**config.mk**
```make
export PLATFORM = sky130hd
export DESIGN_NAME = power_stage_ctrl_flat
export DESIGN_NICKNAME = d
export VERILOG_FILES = /design/src/rtl/power_pkg.sv /design/src/rtl/power_stage_ctrl_if.sv /design/src/rtl/overcurrent_filter.sv /design/src/rtl/power_stage_ctrl.sv /design/src/flat_wrapper.sv
export SDC_FILE = /design/constraint.sdc
export NUM_CORES = 1
export LEC_CHECK = 0
export BUFFER_PORTS_ARGS = -buffer_cell sky130_fd_sc_hd__buf_2
export CAP_MARGIN = 10
export CORE_MARGIN = 4
export CORE_UTILIZATION = 35
export CTS_BUF_LIST = sky130_fd_sc_hd__clkbuf_4
export DETAILED_ROUTE_END_ITERATION = 10
export HOLD_SLACK_MARGIN = 0.15
export PLACE_DENSITY_LB_ADDON = 0.15
export SYNTH_ARGS = -nofsm -noshare
export SYNTH_HDL_FRONTEND = slang
export SYNTH_HIERARCHICAL = 1
export SYNTH_SLANG_ARGS = --single-unit
```
**constraint.sdc**
```tcl
create_clock -name clk -period 6.5 [get_ports clk]
set_input_delay 1.95 -clock clk [delete_from_list [all_inputs] [get_ports clk]]
set_output_delay 1.95 -clock clk [all_outputs]
set_load 0.03 [all_outputs]
```
**src/rtl/power_pkg.sv**
```systemverilog
// Shared types and constants for the power stage controller.
package power_pkg;

  // ADC current code width.
  localparam int ADC_W = 12;

  // Controller states; the encoding is also what state_o reports.
  typedef enum logic [2:0] {
    ST_IDLE       = 3'd0,
    ST_SOFT_START = 3'd1,
    ST_RUN        = 3'd2,
    ST_COOLDOWN   = 3'd3,
    ST_LOCKOUT    = 3'd4
  } state_e;

  // Larger of two integers, used to size the shared phase timer.
  function automatic int max_int(input int a, input int b);
    return (a > b) ? a : b;
  endfunction

endpackage

```
**src/rtl/power_stage_ctrl_if.sv**
```systemverilog
// ADC sample stream into the power stage controller.
// Handshake: sample_valid qualifies current_sample in the cycle it is high.
// There is no ready/backpressure; the controller consumes every valid sample.
interface power_stage_ctrl_if;
  import power_pkg::*;

  logic [ADC_W-1:0] current_sample;
  logic             sample_valid;

  modport master (output current_sample, output sample_valid);
  modport slave  (input  current_sample, input  sample_valid);
endinterface

```
**src/rtl/overcurrent_filter.sv**
```systemverilog
// Consecutive over-limit sample filter. trip is combinational so the
// controller can leave RUN on the same edge that samples the tripping sample.
module overcurrent_filter
  import power_pkg::*;
#(
  parameter logic [ADC_W-1:0] CURRENT_LIMIT = 12'd2500,
  parameter int               TRIP_SAMPLES  = 4
) (
  input  logic             clk,
  input  logic             rst_n,
  input  logic             active,        // controller is currently in RUN
  input  logic             flush,         // controller will not be in RUN next cycle
  input  logic [ADC_W-1:0] sample,
  input  logic             sample_valid,
  output logic             trip
);

  localparam int            CW        = $clog2(TRIP_SAMPLES + 1);
  localparam logic [CW-1:0] TRIP_MAX  = CW'(TRIP_SAMPLES);
  localparam logic [CW-1:0] TRIP_LAST = CW'(TRIP_SAMPLES - 1);

  logic          over;
  logic [CW-1:0] cnt_q;
  logic [CW-1:0] cnt_d;

  // A sample equal to the limit is not over-limit.
  assign over = sample_valid && (sample > CURRENT_LIMIT);
  assign trip = active && over && (cnt_q >= TRIP_LAST);

  // Counter update: count over-limit, clear on valid in-limit, hold on no sample.
  always_comb begin
    cnt_d = cnt_q;
    if (!active || flush) begin
      cnt_d = '0;
    end else if (over) begin
      cnt_d = (cnt_q == TRIP_MAX) ? cnt_q : cnt_q + CW'(1);
    end else if (sample_valid) begin
      cnt_d = '0;
    end
  end

  // Counter register.
  always_ff @(posedge clk or negedge rst_n) begin
    if (!rst_n) cnt_q <= '0;
    else        cnt_q <= cnt_d;
  end

endmodule

```
**src/rtl/power_stage_ctrl.sv**
```systemverilog
// Power stage controller: soft start, overcurrent trip with timed retry,
// and lockout after too many retries. All outputs are registered.
module power_stage_ctrl
  import power_pkg::*;
#(
  parameter logic [ADC_W-1:0] CURRENT_LIMIT     = 12'd2500,
  parameter int               TRIP_SAMPLES      = 4,
  parameter int               SOFT_START_CYCLES = 1000,
  parameter int               COOLDOWN_CYCLES   = 50000,
  parameter int               MAX_RETRIES       = 3
) (
  input  logic                               clk,
  input  logic                               rst_n,
  input  logic                               enable_req,
  power_stage_ctrl_if.slave                  adc,
  input  logic                               fault_clear,
  output logic                               stage_en,
  output logic                               fault,
  output logic                               lockout,
  output logic [$clog2(MAX_RETRIES+1)-1:0]   retry_count,
  output logic [2:0]                         state_o
);

  localparam int             RCW       = $clog2(MAX_RETRIES + 1);
  localparam int             TW        = $clog2(max_int(SOFT_START_CYCLES, COOLDOWN_CYCLES) + 1);
  localparam logic [TW-1:0]  SS_LAST   = TW'(SOFT_START_CYCLES - 1);
  localparam logic [TW-1:0]  CD_LAST   = TW'(COOLDOWN_CYCLES - 1);
  localparam logic [RCW-1:0] RETRY_MAX = RCW'(MAX_RETRIES);

  state_e         state_q;
  state_e         state_d;
  logic [TW-1:0]  timer_q;
  logic [TW-1:0]  timer_d;
  logic [RCW-1:0] retry_q;
  logic [RCW-1:0] retry_d;
  logic           trip;
  logic           stage_en_q;
  logic           fault_q;
  logic           lockout_q;

  overcurrent_filter #(
    .CURRENT_LIMIT (CURRENT_LIMIT),
    .TRIP_SAMPLES  (TRIP_SAMPLES)
  ) u_filter (
    .clk          (clk),
    .rst_n        (rst_n),
    .active       (state_q == ST_RUN),
    .flush        (state_d != ST_RUN),
    .sample       (adc.current_sample),
    .sample_valid (adc.sample_valid),
    .trip         (trip)
  );

  // Next-state logic; a trip in RUN takes priority over enable_req dropping.
  always_comb begin
    state_d = state_q;
    case (state_q)
      ST_IDLE: begin
        if (enable_req) state_d = ST_SOFT_START;
      end
      ST_SOFT_START: begin
        if (!enable_req)            state_d = ST_IDLE;
        else if (timer_q == SS_LAST) state_d = ST_RUN;
      end
      ST_RUN: begin
        if (trip)             state_d = (retry_q < RETRY_MAX) ? ST_COOLDOWN : ST_LOCKOUT;
        else if (!enable_req) state_d = ST_IDLE;
      end
      ST_COOLDOWN: begin
        if (timer_q == CD_LAST) state_d = enable_req ? ST_SOFT_START : ST_IDLE;
      end
      ST_LOCKOUT: begin
        if (fault_clear && !enable_req) state_d = ST_IDLE;
      end
      default: state_d = ST_IDLE;
    endcase
  end

  // Phase timer runs only in timed states and restarts on every state change.
  always_comb begin
    timer_d = timer_q;
    if (state_d != state_q) begin
      timer_d = '0;
    end else if (state_q == ST_SOFT_START || state_q == ST_COOLDOWN) begin
      timer_d = timer_q + TW'(1);
    end
  end

  // Retry counter: cleared on IDLE, bumped on each COOLDOWN entry.
  always_comb begin
    retry_d = retry_q;
    if (state_d == ST_IDLE) begin
      retry_d = '0;
    end else if (state_d == ST_COOLDOWN && state_q != ST_COOLDOWN) begin
      retry_d = retry_q + RCW'(1);
    end
  end

  // State, timer and retry registers.
  always_ff @(posedge clk or negedge rst_n) begin
    if (!rst_n) begin
      state_q <= ST_IDLE;
      timer_q <= '0;
      retry_q <= '0;
    end else begin
      state_q <= state_d;
      timer_q <= timer_d;
      retry_q <= retry_d;
    end
  end

  // Registered outputs decoded from the next state so they line up with state_q.
  always_ff @(posedge clk or negedge rst_n) begin
    if (!rst_n) begin
      stage_en_q <= 1'b0;
      fault_q    <= 1'b0;
      lockout_q  <= 1'b0;
    end else begin
      stage_en_q <= (state_d == ST_SOFT_START) || (state_d == ST_RUN);
      fault_q    <= (state_d == ST_COOLDOWN) || (state_d == ST_LOCKOUT);
      lockout_q  <= (state_d == ST_LOCKOUT);
    end
  end

  assign stage_en    = stage_en_q;
  assign fault       = fault_q;
  assign lockout     = lockout_q;
  assign retry_count = retry_q;
  assign state_o     = state_q;

endmodule

```
**src/flat_wrapper.sv**
```systemverilog
// flat-port wrapper written by rule: the top's interface ports become plain ports
module power_stage_ctrl_flat import power_pkg::*;
#(
  parameter logic [ADC_W-1:0] CURRENT_LIMIT     = 12'd2500,
  parameter int               TRIP_SAMPLES      = 4,
  parameter int               SOFT_START_CYCLES = 1000,
  parameter int               COOLDOWN_CYCLES   = 50000,
  parameter int               MAX_RETRIES       = 3
)
  (clk, rst_n, enable_req, fault_clear, stage_en, fault, lockout, retry_count, state_o, adc_current_sample, adc_sample_valid);
  power_stage_ctrl_if adc_i ();
  input  logic clk;
  input  logic rst_n;
  input  logic enable_req;
  input  logic fault_clear;
  output logic stage_en;
  output logic fault;
  output logic lockout;
  output logic [$clog2(MAX_RETRIES+1)-1:0] retry_count;
  output logic [2:0] state_o;
  input wire logic [$bits(adc_i.current_sample)-1:0] adc_current_sample;
  input wire logic [$bits(adc_i.sample_valid)-1:0] adc_sample_valid;
  assign adc_i.current_sample = adc_current_sample;
  assign adc_i.sample_valid = adc_sample_valid;
  power_stage_ctrl #(.CURRENT_LIMIT(CURRENT_LIMIT), .TRIP_SAMPLES(TRIP_SAMPLES), .SOFT_START_CYCLES(SOFT_START_CYCLES), .COOLDOWN_CYCLES(COOLDOWN_CYCLES), .MAX_RETRIES(MAX_RETRIES)) u_core (.clk(clk), .rst_n(rst_n), .enable_req(enable_req), .adc(adc_i), .fault_clear(fault_clear), .stage_en(stage_en), .fault(fault), .lockout(lockout), .retry_count(retry_count), .state_o(state_o));
endmodule
```
==> reports/qor.yml, run 1 <==
status: "completed"
start_util: 0.366
yosysSeqAreaShare: 0.386
required_ns: 6.69
fin_tns_setup_ns: 0
hold_buffers: 0
ys_async_sr_fraction: 1.00
die_y_um: 78.7
pwr_density_cell_mw_per_mm2: 163
cts_tree: "done"
grt_max_degree: 28
crit_path_start_kind: "primary input"
rsz0062_at_grt: "no"
r2r_end: "u_core/u_filter/cnt_q[2]"
crit_type: "primary input to flip-flop"
clk_path_buf_depth: 2
dr.pass1.iters: 4
viasPerCell: 5.41
grt_pass1_vias: 1467
coreArea_mm2: 0.00479
ys_seq_elements: 27
wl_mm: 4.14
pin_count: 25
grt_antenna_before_repair: 0
postRouteAntennaNets: 0
hpwl_mm: 2.93
io_buffer_count: 24
hold_depth: 2
highest_layer: "met4"
wire_per_inst_um: 14.7
finClkSkew_ns: 0.0153
ys.flop_type: "dfrtp_1"
setup_viol: 0
synthToLayoutAreaGrowth_pct: 12.4
htreeDepth: 1
ir_drop_v: 0.000101
grt.total_usage: 0.140
drc: 0
final_cell_mix: "dfrtp_1, buf_2, nor4_1, xnor2_1"
die_w_um: 78.7
num_vias: 1521
fin_area_mm2: 0.00197
finalCritPeriodShare: 0.625
r2r_slack_ns: 3.80
syn_area_mm2: 0.00175
yosysWarnings: 6
synth_area_leader_cell: "dfrtp_1"
comb_power_share: 0.176
syn_avg_cell_area_um2: 9.17
leakage_uw: 0.000788
place_area_mm2: 0.00194
row_count: 25
overflow: 0
fmax_mhz: 246
swShare: 0.311
maxSlewViolCount: 0
cts-root-buf: "clkbuf_4"
internal-power_uw: 220
max_slew_margin: 0.436
n_antenna_cell: 0
finalCriticalPeriod_ns: 4.07
wl_met3_um: 154
die_area_mm2: 0.00620
holdPathEnd: "u_core/u_filter/cnt_q[1]"
p_switching_uw: 99.6
fin_total_pwr_uw: 320
r2r_start: "u_core/u_filter/cnt_q[0]"
ys_types: 47
final_nets: 237
synth-edff-count: 0
synthCells: 191
drive_gt1_frac: 0.196
finalHoldViolCount: 0
synth_nets: 213
r2r_cells: 11
postCtsSetupRepairBufs: 0
cap_violations: 0
grt_pass1_wl_mm: 7.02
mostFrequentLayoutCell: "dfrtp_1"
synth_area_leaders: "dfrtp_1, xnor2_1, nor4_1"
crit_path_max_fanout: 9
gp_congestion: 0.804
cts_resized: 0
wl_met1_mm: 2.09
clock_power_share: 0.242
cts_sinks: 27
min_from: "u_core/u_filter/cnt_q[1]"
clk_pin_slew_ns: 0.16
end_kind: "flip-flop"
final_util: 0.411
numCtsBuffers: 3
drt_iter0_markers: 82
clk-insertion-delay-late_ns: 0.34
worst_pin_slew_ns: 0.842
p_seq_frac: 0.582
hp-class: "flip-flop to flip-flop"
synth.top_cell.area_share: 0.386
crit_arrival_ns: 4.26
dr_wl_met2_mm: 1.86
## how the worst max path moves through the flow
stage	start	endpoint	slack (ns)	cells after the start
2_1_floorplan	adc_current_sample[7]	u_core/timer_q[0]	2.56	7
3_3_place_gp	adc_current_sample[7]	u_core/timer_q[1]	2.11	8
3_5_place_dp	adc_current_sample[0]	u_core/timer_q[7]	2.05	8
4_1_cts	adc_current_sample[0]	u_core/timer_q[7]	2.41	8
5_1_grt	adc_current_sample[0]	u_core/timer_q[6]	2.28	8
6_report	adc_current_sample[0]	u_core/timer_q[7]	2.43	8
## kinds of logic after synthesis
| group | share of synthesized area |
|---|---|
| AO/OA/AOI/OAI | 0.134 |
| XOR/XNOR | 0.0700 |
| adder cells (fa/ha/maj) | 0.0357 |
| buffers and inverters | 0.0336 |
| flip-flops | 0.386 |
| multiplexers | 0.0114 |
| AND/OR/NAND/NOR | 0.330 |
## metal layers
metal	vias to the layer above	GRT usage
li1	760	-
met1	733	0.193
met2	26	0.228
met3	2	0.0249
met4	0	0.0315
met5	-	0
## worst max-delay path, stage by stage
cell and delay, ns:
buf_2 0.07, o21ai_0 0.11, a2111oi_2 0.54, o2111a_1 0.34
nand4bb_1 0.17, or2_2 0.34, a31oi_1 0.62, nor4_1 0.11
## sequential cells by signal, indices dropped and copies added, names as in the netlist
signal	count
u_core/state_o	3
u_core/lockout	1
u_core/retry_count	2
u_core/fault	1
u_core/timer_q	16
u_core/stage_en	1
u_core/u_filter/cnt_q	3
## power groups by stage
stage               logic [uW]  clock network, uW  registers (uW)
finish                    56.4               77.3             186
CTS                       56.8               81.8             186
detailed placement        56.6                  0             190
global route              63.0               89.7             188
floorplan                 36.0                  0             189
global placement          57.4                  0             189
## cell usage after synthesis, drive strengths merged, types with 3 or more instances
cell	n
nand3	4
o21ai	7
nor2	8
a31oi	3
nand2	10
o22ai	5
nand2b	10
and2	5
and3	3
nor3b	3
nand4b	3
or2	3
xnor2	11
xor2	3
nand4	7
dfrtp	27
nor3	10
clkbuf	4
nor2b	6
nor4	14
buf	3
inv	7
ha	5
a211oi	3
a21oi	6
## cell type report
type / instances / area (um2)
clock inverter: 1 / 7.51
tap: 67 / 83.8
clock buffer: 3 / 22.5
fill: 498 / 2820
timing repair buffer: 26 / 135
inverter: 7 / 26.3
multi-input combinational: 150 / 1020
sequential: 27 / 676
## stage by stage
step | setup slack (ns) | std cells | hold WS, ns
finish | 2.43 | 281 | 0.598
global route | 2.28 | 281 | 0.651
CTS | 2.41 | 281 | 0.601
detailed placement | 2.05 | 277 | 0.583
global placement | 2.11 | 277 | 0.580
floorplan | 2.56 | 191 | 0.542
Power figures use the tool's default switching activity.
==> run 2: changes to the inputs <==
==> constraint.sdc (replaced) <==
create_clock -name clk -period 4 [get_ports clk]
set_input_delay 1.2 -clock clk [delete_from_list [all_inputs] [get_ports clk]]
set_output_delay 1.2 -clock clk [all_outputs]
set_load 0.03 [all_outputs]
==> reports/qor.yml, run 2 (synthesized netlist as in run 1, its figures left out) <==
ir_drop_v: 0.000137
final_nets: 238
gp_congestion: 0.749
hold_buffers: 0
overflow: 0
crit_path_start_kind: "primary input"
grt.total_usage: 0.134
mostFrequentLayoutCell: "dfrtp_1"
required_ns: 4.26
setup_viol: 0
synthToLayoutAreaGrowth_pct: 12.8
finalCriticalPeriod_ns: 3.24
numCtsBuffers: 3
die_area_mm2: 0.00620
pin_count: 25
status: "completed"
pwr_density_cell_mw_per_mm2: 263
dr.pass1.iters: 4
finalHoldViolCount: 0
end_kind: "flip-flop"
drc: 0
r2r_end: "u_core/u_filter/cnt_q[1]"
r2r_slack_ns: 1.33
leakage_uw: 0.000798
fmax_mhz: 308
drive_gt1_frac: 0.200
cap_violations: 0
grt_max_degree: 28
finalCritPeriodShare: 0.811
num_vias: 1531
die_y_um: 78.7
holdPathEnd: "u_core/u_filter/cnt_q[1]"
r2r_start: "u_core/u_filter/cnt_q[0]"
grt_pass1_vias: 1461
htreeDepth: 1
postRouteAntennaNets: 0
viasPerCell: 5.43
crit_arrival_ns: 3.50
grt_pass1_wl_mm: 6.84
fin_tns_setup_ns: 0
clk_pin_slew_ns: 0.14
hpwl_mm: 2.93
cts_tree: "done"
largest_reg_flops: 16
r2r_cells: 11
max_slew_margin: 0.563
regMostFlops: "u_core/timer_q"
cts_resized: 0
clk-insertion-delay-late_ns: 0.32
row_count: 25
crit_type: "primary input to flip-flop"
clk_path_buf_depth: 2
fin_cells: 282
hold_depth: 2
n_antenna_cell: 0
die_w_um: 78.7
start_util: 0.366
final_cell_mix: "dfrtp_1, buf_2, nor4_1, xnor2_1"
finClkSkew_ns: 0.00388
place_inst: 278
cts-root-buf: "clkbuf_4"
wl_mm: 3.95
worst_pin_slew_ns: 0.654
postCtsSetupRepairBufs: 0
rsz0062_at_grt: "no"
wire_per_inst_um: 14.0
io_buffer_count: 24
drt_iter0_markers: 54
grt_antenna_before_repair: 0
maxSlewViolCount: 0
min_from: "u_core/u_filter/cnt_q[1]"
cts_sinks: 27
hp-class: "flip-flop to flip-flop"
crit_path_max_fanout: 5
coreArea_mm2: 0.00479
-- run 2: report_power, final --
group          switching, uW  internal (uW)  total (uW)
clock                   79.4           45.8         125
combinational           56.1           35.1        91.2
sequential              17.5            285         302
-- run 2: worst max-delay path: stages --
cell       delay [ns]
buf_2            0.08
nand4_1          0.12
a2111oi_2        0.53
o2111a_1         0.36
nor2_1           0.08
nor4_1           0.49
o21bai_1         0.22
nand2_1          0.09
nand2b_1         0.19
a21oi_1          0.13
-- run 2: how the worst max path moves through the flow --
| stage | from | to | slack, ns | cells past startpoint |
|---|---|---|---|---|
| after floorplan | adc_current_sample[7] | u_core/timer_q[0] | 0.81 | 7 |
| after global placement | adc_current_sample[0] | u_core/u_filter/cnt_q[0] | 0.45 | 10 |
| after detailed placement | adc_current_sample[7] | u_core/u_filter/cnt_q[1] | 0.46 | 10 |
| after CTS | adc_current_sample[7] | u_core/u_filter/cnt_q[1] | 0.81 | 10 |
| after global routing | adc_current_sample[0] | u_core/u_filter/cnt_q[2] | 0.55 | 10 |
| final | adc_current_sample[7] | u_core/u_filter/cnt_q[1] | 0.76 | 10 |
-- run 2: stage by stage --
stage	worst slack, ns	hold WS [ns]	utilization	total power (uW)	instance area (um2)
final	0.758	0.590	0.413	519	1980
after global routing	0.552	0.620	0.413	558	1980
after CTS	0.811	0.598	0.413	532	1980
after detailed placement	0.464	0.575	0.407	400	1950
after global placement	0.450	0.571	0.407	400	1950
after floorplan	0.813	0.542	-	366	1750
-- run 2: per-layer routing --
metal	track usage	up-vias	wire (um)	part of all wire
li1	-	760	-	-
met1	0.196	731	1980	0.50
met2	0.205	38	1740	0.44
met3	0.0159	2	208	0.053
met4	0.0420	0	24	0.0061
met5	0	-	0	0
-- run 2: cell type report --
cell class                 instances  area (um2)
multi-input combinational        150        1020
inverter                           7        26.3
tap                               67        83.8
timing repair buffer              27         143
fill                             505        2810
sequential                        27         676
clock buffer                       4        30.0
